[src/rtl/avr109_uart_rx.sv]
`timescale 1ns/1ps
// avr109_uart_rx: 8N1 UART receiver (LSB first, idle-high line).
//   clk         rising-edge clock
//   rst         synchronous active-high reset
//   rxd         asynchronous serial input
//   rx_enabled  allows new frames to start (only examined while idle)
//   rx_data     last good byte, held until the next good byte
//   rx_avail    one-cycle pulse, rx_data valid in the same cycle
//   rx_ferr     one-cycle pulse when the stop bit is sampled low
// Optional macro AVR109_UART_RX_MAJORITY_EN: each bit is a 2-of-3 vote of
// the line at mid-1/mid/mid+1, decided at mid+1.
module avr109_uart_rx #(
   parameter int unsigned CLK_FREQUENCY = 1000000,
   parameter int unsigned BAUD_RATE     = 19200
) (
   input  logic       clk,
   input  logic       rst,
   input  logic       rxd,
   input  logic       rx_enabled,
   output logic [7:0] rx_data,
   output logic       rx_avail,
   output logic       rx_ferr
);

   localparam int unsigned DIV   = CLK_FREQUENCY / BAUD_RATE;
   localparam int unsigned HALF  = DIV / 2;
   localparam int unsigned CNT_W = (DIV > 2) ? $clog2(DIV) : 1;
`ifdef AVR109_UART_RX_MAJORITY_EN
   localparam int unsigned START_LOAD = HALF;
`else
   localparam int unsigned START_LOAD = HALF - 1;
`endif

   if (DIV < 8) begin : g_div_check
      $error("avr109_uart_rx: CLK_FREQUENCY/BAUD_RATE below 8 is unsupported");
   end

   typedef enum logic [2:0] {IDLE, START, DATA, STOP, WAIT_HIGH} state_t;

   state_t             state, state_nxt;
   logic [1:0]         sync_q;
   logic [1:0]         sync_ok;
   logic               line, line_d;
   logic [CNT_W-1:0]   cnt, cnt_nxt;
   logic [2:0]         bit_cnt, bit_nxt;
   logic [7:0]         shift, shift_nxt;
   logic [7:0]         data_nxt;
   logic               avail_nxt, ferr_nxt;
   logic               fall, tick, sample;

   assign line = sync_q[1];
   assign fall = line_d & ~line;
   assign tick = (cnt == '0);

`ifdef AVR109_UART_RX_MAJORITY_EN
   logic line_d2;

   // Third vote tap: line two cycles back.
   always_ff @(posedge clk) begin
      if (rst) line_d2 <= 1'b1;
      else     line_d2 <= line_d;
   end

   assign sample = (line & line_d) | (line & line_d2) | (line_d & line_d2);
`else
   assign sample = line;
`endif

   // Synchronizer plus edge-detect history. line_d stays low until the
   // synchronizer holds a real rxd sample, so a line that is already low
   // when reset releases is never mistaken for a start edge.
   always_ff @(posedge clk) begin
      if (rst) begin
         sync_q  <= 2'b11;
         sync_ok <= 2'b00;
         line_d  <= 1'b0;
      end else begin
         sync_q  <= {sync_q[0], rxd};
         sync_ok <= {sync_ok[0], 1'b1};
         line_d  <= sync_ok[1] ? line : 1'b0;
      end
   end

   // State and datapath registers.
   always_ff @(posedge clk) begin
      if (rst) begin
         state    <= IDLE;
         cnt      <= '0;
         bit_cnt  <= 3'd0;
         shift    <= 8'h00;
         rx_data  <= 8'h00;
         rx_avail <= 1'b0;
         rx_ferr  <= 1'b0;
      end else begin
         state    <= state_nxt;
         cnt      <= cnt_nxt;
         bit_cnt  <= bit_nxt;
         shift    <= shift_nxt;
         rx_data  <= data_nxt;
         rx_avail <= avail_nxt;
         rx_ferr  <= ferr_nxt;
      end
   end

   // Next-state logic; the tick counter counts down and reloads on expiry.
   always_comb begin
      state_nxt = state;
      cnt_nxt   = cnt;
      bit_nxt   = bit_cnt;
      shift_nxt = shift;
      data_nxt  = rx_data;
      avail_nxt = 1'b0;
      ferr_nxt  = 1'b0;
      unique case (state)
         IDLE: begin
            if (fall && rx_enabled) begin
               state_nxt = START;
               cnt_nxt   = CNT_W'(START_LOAD);
            end
         end
         START: begin
            if (tick) begin
               cnt_nxt = CNT_W'(DIV - 1);
               bit_nxt = 3'd0;
               if (sample) state_nxt = IDLE;
               else        state_nxt = DATA;
            end else begin
               cnt_nxt = cnt - CNT_W'(1);
            end
         end
         DATA: begin
            if (tick) begin
               cnt_nxt   = CNT_W'(DIV - 1);
               shift_nxt = {sample, shift[7:1]};
               bit_nxt   = bit_cnt + 3'd1;
               if (bit_cnt == 3'd7) state_nxt = STOP;
            end else begin
               cnt_nxt = cnt - CNT_W'(1);
            end
         end
         STOP: begin
            if (tick) begin
               cnt_nxt = CNT_W'(DIV - 1);
               if (sample) begin
                  data_nxt  = shift;
                  avail_nxt = 1'b1;
                  state_nxt = IDLE;
               end else begin
                  ferr_nxt  = 1'b1;
                  state_nxt = WAIT_HIGH;
               end
            end else begin
               cnt_nxt = cnt - CNT_W'(1);
            end
         end
         WAIT_HIGH: begin
            if (line) state_nxt = IDLE;
         end
         default: state_nxt = IDLE;
      endcase
   end

endmodule

[config.mk]
export PLATFORM = sky130hd
export DESIGN_NAME = avr109_uart_rx
export DESIGN_NICKNAME = d
export VERILOG_FILES = /design/src/rtl/avr109_uart_rx.sv
export SDC_FILE = /design/constraint.sdc
export NUM_CORES = 1
export LEC_CHECK = 0
export CORE_UTILIZATION = 60
export DETAILED_ROUTE_END_ITERATION = 10
export PLACE_DENSITY = 0.94
export RECOVER_POWER = 25
export SYNTH_ARGS = -nofsm -noshare
export SYNTH_HDL_FRONTEND = slang
export SYNTH_SLANG_ARGS = --single-unit
[constraint.sdc]
create_clock -name clk -period 2.2 [get_ports clk]
set_input_delay 0.55 -clock clk [delete_from_list [all_inputs] [get_ports clk]]
set_output_delay 0.55 -clock clk [all_outputs]
set_load 0.02 [all_outputs]
==> results of run 1 <==
==> how the worst max path moves through the flow <==
stage | startpoint | to | slack (ns) | cells past startpoint
floorplan | cnt[0]$_SDFFE_PP0P_ | state[1]$_SDFFE_PP0P_ | 0.68 | 6
global placement | rx_enabled | cnt[2]$_SDFFE_PP0P_ | 0.30 | 4
detailed placement | rx_enabled | cnt[2]$_SDFFE_PP0P_ | 0.28 | 4
CTS | rx_data[1]$_SDFFE_PP0P_ | rx_data[1] | 0.31 | 1
global route | rst | cnt[5]$_SDFFE_PP0P_ | 0.14 | 5
finish | rst | cnt[5]$_SDFFE_PP0P_ | 0.31 | 5
==> worst register-to-register path: cells and delay by family (launching register included) <==
kind	cells	cell delay, ns
adders and majority gates	1	0.23
buffers and inverters	3	0.49
DFF	1	0.33
and+or+nand+nor	2	0.38
muxes	1	0.23
==> synth_stat cells, drive strengths merged (4+ instances only) <==
library cell   n
buf            8
and3           5
nand3         13
a21oi          9
nand2         19
ha             4
inv            5
mux2i          9
o21ai          8
dfxtp         35
==> state kept, by name (all words and copies together), names as in the netlist <==
signal / flops
bit_cnt: 3
cnt: 6
line_d: 1
rx_avail: 1
rx_data: 8
rx_ferr: 1
shift: 8
state: 3
sync_ok: 2
sync_q: 2
==> power by group through the flow <==
stage,registers [uW],logic [uW],clock network (uW)
finish,644,47.3,354
global route,645,52.5,397
CTS,644,48.5,367
detailed placement,659,48.1,0
global placement,659,46.5,0
floorplan,657,31.1,0
==> through the flow <==
stage                     total power, uW  utilization  cell area [sq um]  cells  hold slack [ns]
final                                1050        0.723               1790    211            0.424
after global routing                 1100        0.723               1790    211            0.451
after CTS                            1060        0.728               1800    211            0.428
after detailed placement              707        0.705               1750    204            0.399
after global placement                705        0.705               1750    204            0.395
after floorplan                       688            -               1570    164            0.389
==> kinds of logic after synthesis <==
group,synth area share
and+or+nand+nor,0.230
buffers and inverters,0.0461
xor gates and xnor gates,0.00557
adders and majority gates,0.0318
AOI/OAI and AO/OA,0.162
muxes,0.0788
DFF,0.446
==> per-layer routing <==
layer | global-route usage | share of wire | vias to the layer above | wire (microns)
met4 | 0.149 | 0.016 | 0 | 51
met5 | 0 | 0 | - | 0
met2 | 0.406 | 0.48 | 43 | 1540
met1 | 0.340 | 0.44 | 606 | 1430
met3 | 0.106 | 0.067 | 7 | 218
li1 | - | - | 636 | -
==> final cells by class <==
class | count | area share
Inverter | 5 | 0.0105
Timing Repair Buffer | 21 | 0.0999
Clock buffer | 6 | 0.0286
Sequential cell | 35 | 0.391
Multi-Input combinational cell | 113 | 0.446
Clock inverter | 1 | 0.00279
Tap cell | 30 | 0.0209
==> metrics.txt, run 1 <==
status=finished, final reports clean; drt wl/cell=15.4 microns; FF-to-FF setup slack=~0.48 ns; Die Y=53.2 microns; Area contributors post-synth=dfxtp_1, mux2i_1, nand2_1; Setup violations, final=0; clk_skew=approximately 0.010 ns; switch share=0.229; R2R depth=7; initial antenna violation count=0; worst hold path class=flip-flop to flip-flop; total gr overflow=0; min Tclk post-route=1.89 ns; post-synthesis instance total=164; Clock transition at path regs=0.10 ns; Critical R2R Launch=cnt[0]$_SDFFE_PP0P_; clock power share=0.339; CP max FO=22; RSZ-0062 raised after global routing=false; total number of yosys warnings=0; VDD IR max=between 0.5 and 0.6 mV; number of fill cells=199; sequential area share after synthesis=0.446; worst-skew pair later-pin latency=0.35 ns; setup TNS=0 ns; crit end category=flip-flop; leakage power=0.000650 uW; Post-synth EDFFs=0; Critical R2R Capture=rx_data[1]$_SDFFE_PP0P_; clk buf depth=2; Worst-Margin Slew=between 0.8 and 0.9 ns; Sw Pwr=240 uW; Max Fclk=528 MHz; Hold Vio Cnt, Final=0; CP max stage delay=0.66 ns; most common cell after layout, fill and taps aside=dfxtp_1; share of layout cells above drive strength 1=0.127; Root Buffer=clkbuf_4; # DRC=0; core area=2480 sq um; 1st-iter DRT viols=47; combinational share of power=0.045; largest net degree at the start of global routing=23; hold_buf cts=0; Area Growth Syn to Fin=13.9%; Die Area=2830 sq um; Tcrit/Tclk final=0.861; Mean Syn Cell Area=9.59 sq um; Worst path top cell family by delay=buffers and inverters; pre-CTS setup slack=0.277 ns; post-CTS setup buffers=0; row count=18; Top FF cell, synth=dfxtp_1; commonest non-fill, non-tap cells in the layout=dfxtp_1, nand2_1, nand3_1, clkdlybuf4s50_1; Pwr Density=between 500 and 600 nW/um^2; clock sinks=35; post-DP HPWL=2250 microns; Synth Net Count=172; sequential power share=0.616; Tot GR Track Use=0.276; Setup WS post-layout=slightly above 0.3 ns; area share of the largest cell type after synthesis=0.446; Internal=just over 800 uW; CP startpoint kind=input pin; CP Class=input pin to flip-flop; critical-path cell list=clkdlybuf4s50_1 -> inv_1 -> clkbuf_1 -> o2111ai_1 -> nand3_1; post-CTS sizing=0; Nets=between 150 and 200; CP Buf/Inv Count=3; final antenna diode count=0; Avg Vias per Cell=slightly above 6; synthesis-stage register bit count=35; cell taking the most area after synthesis=dfxtp_1; end of the worst hold path=sync_q[1]$_SDFF_PP1_; first-pass GRT wire length=5400 microns; Pins Over Slew Limit=0; Placer Congestion=~0.9; first-pass detailed-route iteration total=4; IO Port Bufs=13; Critical Path RT=2.49 ns; Initial Util=0.635; Sequential Area=~700 sq um; Mapped Area=1570 sq um; htree depth=2; Routed Antenna Nets=0; Hold Crit Depth=1; via count=1292; TritonCTS Buffers=5; min-delay src=sync_q[0]$_SDFF_PP1_; synth unique cells=48; slowest stage cell on the critical path=clkbuf_1; critical path arrival=2.18 ns; relative slew slack=0.415; WL final=about 3200 microns; I/O pin cnt=14; vias in the first global route=roughly 1200; TritonCTS clock tree=done; area of the multi-input gates=800 sq um; maxcap violations=0; die width=between 50 and 60 microns; Async S/R FF share, synth=0
(Power assumes the default switching activity.)
==> inputs of run 2 (changes only) <==
--- a/config.mk
+++ b/config.mk
@@ -5,9 +5,9 @@
 export SDC_FILE = /design/constraint.sdc
 export NUM_CORES = 1
 export LEC_CHECK = 0
-export CORE_UTILIZATION = 60
+export CORE_UTILIZATION = 50
 export DETAILED_ROUTE_END_ITERATION = 10
-export PLACE_DENSITY = 0.94
+export PLACE_DENSITY = 0.82
 export RECOVER_POWER = 25
 export SYNTH_ARGS = -nofsm -noshare
 export SYNTH_HDL_FRONTEND = slang
==> metrics.txt, run 2 (synthesized netlist as in run 1, its figures left out) <==
status=finished, final reports clean; TritonCTS clock tree=done; relative slew slack=0.489; WL final=3220 microns; first-pass detailed-route iteration total=4; commonest non-fill, non-tap cells in the layout=dfxtp_1, nand2_1, nand3_1, clkdlybuf4s50_1; CP Class=input pin to flip-flop; Die Y=58.1 microns; RSZ-0062 raised after global routing=false; clk_skew=0.00957 ns; Initial Util=0.547; Clock transition at path regs=between 0.1 and 0.15 ns; min Tclk post-route=1.98 ns; sequential power share=0.624; clock sinks=35; Die Area=approximately 3400 sq um; Largest regs=rx_data: 8 flops, shift: 8 flops, cnt: 6 flops; initial antenna violation count=0; CP startpoint kind=input pin; Internal=779 uW; drt wl/cell=14.5 microns; Layout Utilization=0.622; first-pass GRT wire length=between 5000 and 6000 microns; Pins Over Slew Limit=0; Pwr Density=578 nW/um^2; share of layout cells above drive strength 1=0.117; Routed Antenna Nets=0; Root Buffer=clkbuf_4; htree depth=2; combinational share of power=0.044; Max Fclk=504 MHz; CP max FO=17; worst hold path class=flip-flop to flip-flop; row count=19; Setup violations, final=0; Avg Vias per Cell=between 5 and 6; I/O pin cnt=14; vias in the first global route=roughly 1200; hold_buf cts=0; setup TNS=0 ns; final antenna diode count=0; switch share=0.246; leakage power=0.000639 uW; Sw Pwr=255 uW; Area Growth Syn to Fin=13.8%; Nets=approximately 190; IO Port Bufs=13; maxcap violations=0; Critical Path RT=~2.4 ns; Setup WS post-layout=between 0.2 and 0.25 ns; 1st-iter DRT viols=52; Placer Congestion=0.785; post-CTS sizing=0; clock power share=0.333; critical path arrival=2.22 ns; Tot GR Track Use=0.213; Tcrit/Tclk final=0.901; largest net degree at the start of global routing=18; TritonCTS Buffers=5; worst-skew pair later-pin latency=0.35 ns; via count=1296; pre-CTS setup slack=0.259 ns; Hold Vio Cnt, Final=0; die width=58.1 microns; VDD IR max=0.446 mV; post-CTS setup buffers=0; most common cell after layout, fill and taps aside=dfxtp_1; post-DP HPWL=2220 microns; total gr overflow=0; clk buf depth=2; core area=2880 sq um; crit end category=flip-flop; Worst-Margin Slew=0.766 ns; # DRC=0
-- run 2: through the flow --
| step | area (sq um) | instances | hold WS, ns | total power, uW |
|---|---|---|---|---|
| 5_1_grt | 1790 | 222 | 0.466 | 1080 |
| 2_1_floorplan | 1570 | 164 | 0.389 | 688 |
| 4_1_cts | 1800 | 222 | 0.435 | 1040 |
| 3_5_place_dp | 1750 | 214 | 0.403 | 705 |
| 6_report | 1790 | 222 | 0.432 | 1030 |
| 3_3_place_gp | 1750 | 214 | 0.394 | 703 |
-- run 2: final cells by class --
class	instances	area (sq um)
fillers	246	1090
multi-input cells	113	796
flip-flops and latches	35	701
repair buffers	19	168
well taps	42	52.6
clock buffers	6	41.3
inverters	5	18.8
clock inverters	2	12.5
-- run 2: worst paths after layout --
| kind | from | end | slack [ns] | cells past startpoint |
|---|---|---|---|---|
| min | sync_q[0]$_SDFF_PP1_ | sync_q[1]$_SDFF_PP1_ | 0.43 | 1 |
| max | rst | cnt[5]$_SDFFE_PP0P_ | 0.22 | 5 |
| max reg2reg | cnt[0]$_SDFFE_PP0P_ | rx_data[3]$_SDFFE_PP0P_ | 0.38 | 6 |
| min reg2reg | sync_q[0]$_SDFF_PP1_ | sync_q[1]$_SDFF_PP1_ | 0.43 | 1 |
-- run 2: critical path: stages --
cell and delay (ns):
dlygate4sd3_1 0.67, clkbuf_1 0.62, nor2b_1 0.13, o311ai_0 0.14
nand3_1 0.10
-- run 2: power by group through the flow --
stage                     sequential (uW)  clock (uW)  combinational, uW
final                                 645         344               45.1
after global routing                  646         385               48.6
after CTS                             644         354               46.5
after detailed placement              659           0               46.2
after global placement                658           0               44.3
after floorplan                       657           0               31.1
-- run 2: metal layers --
layer	up-vias	wire length [microns]	GRT usage
met5	-	0	0
met2	39	1550	0.337
li1	632	-	-
met1	612	1430	0.257
met3	13	149	0.0826
met4	0	87	0.0986
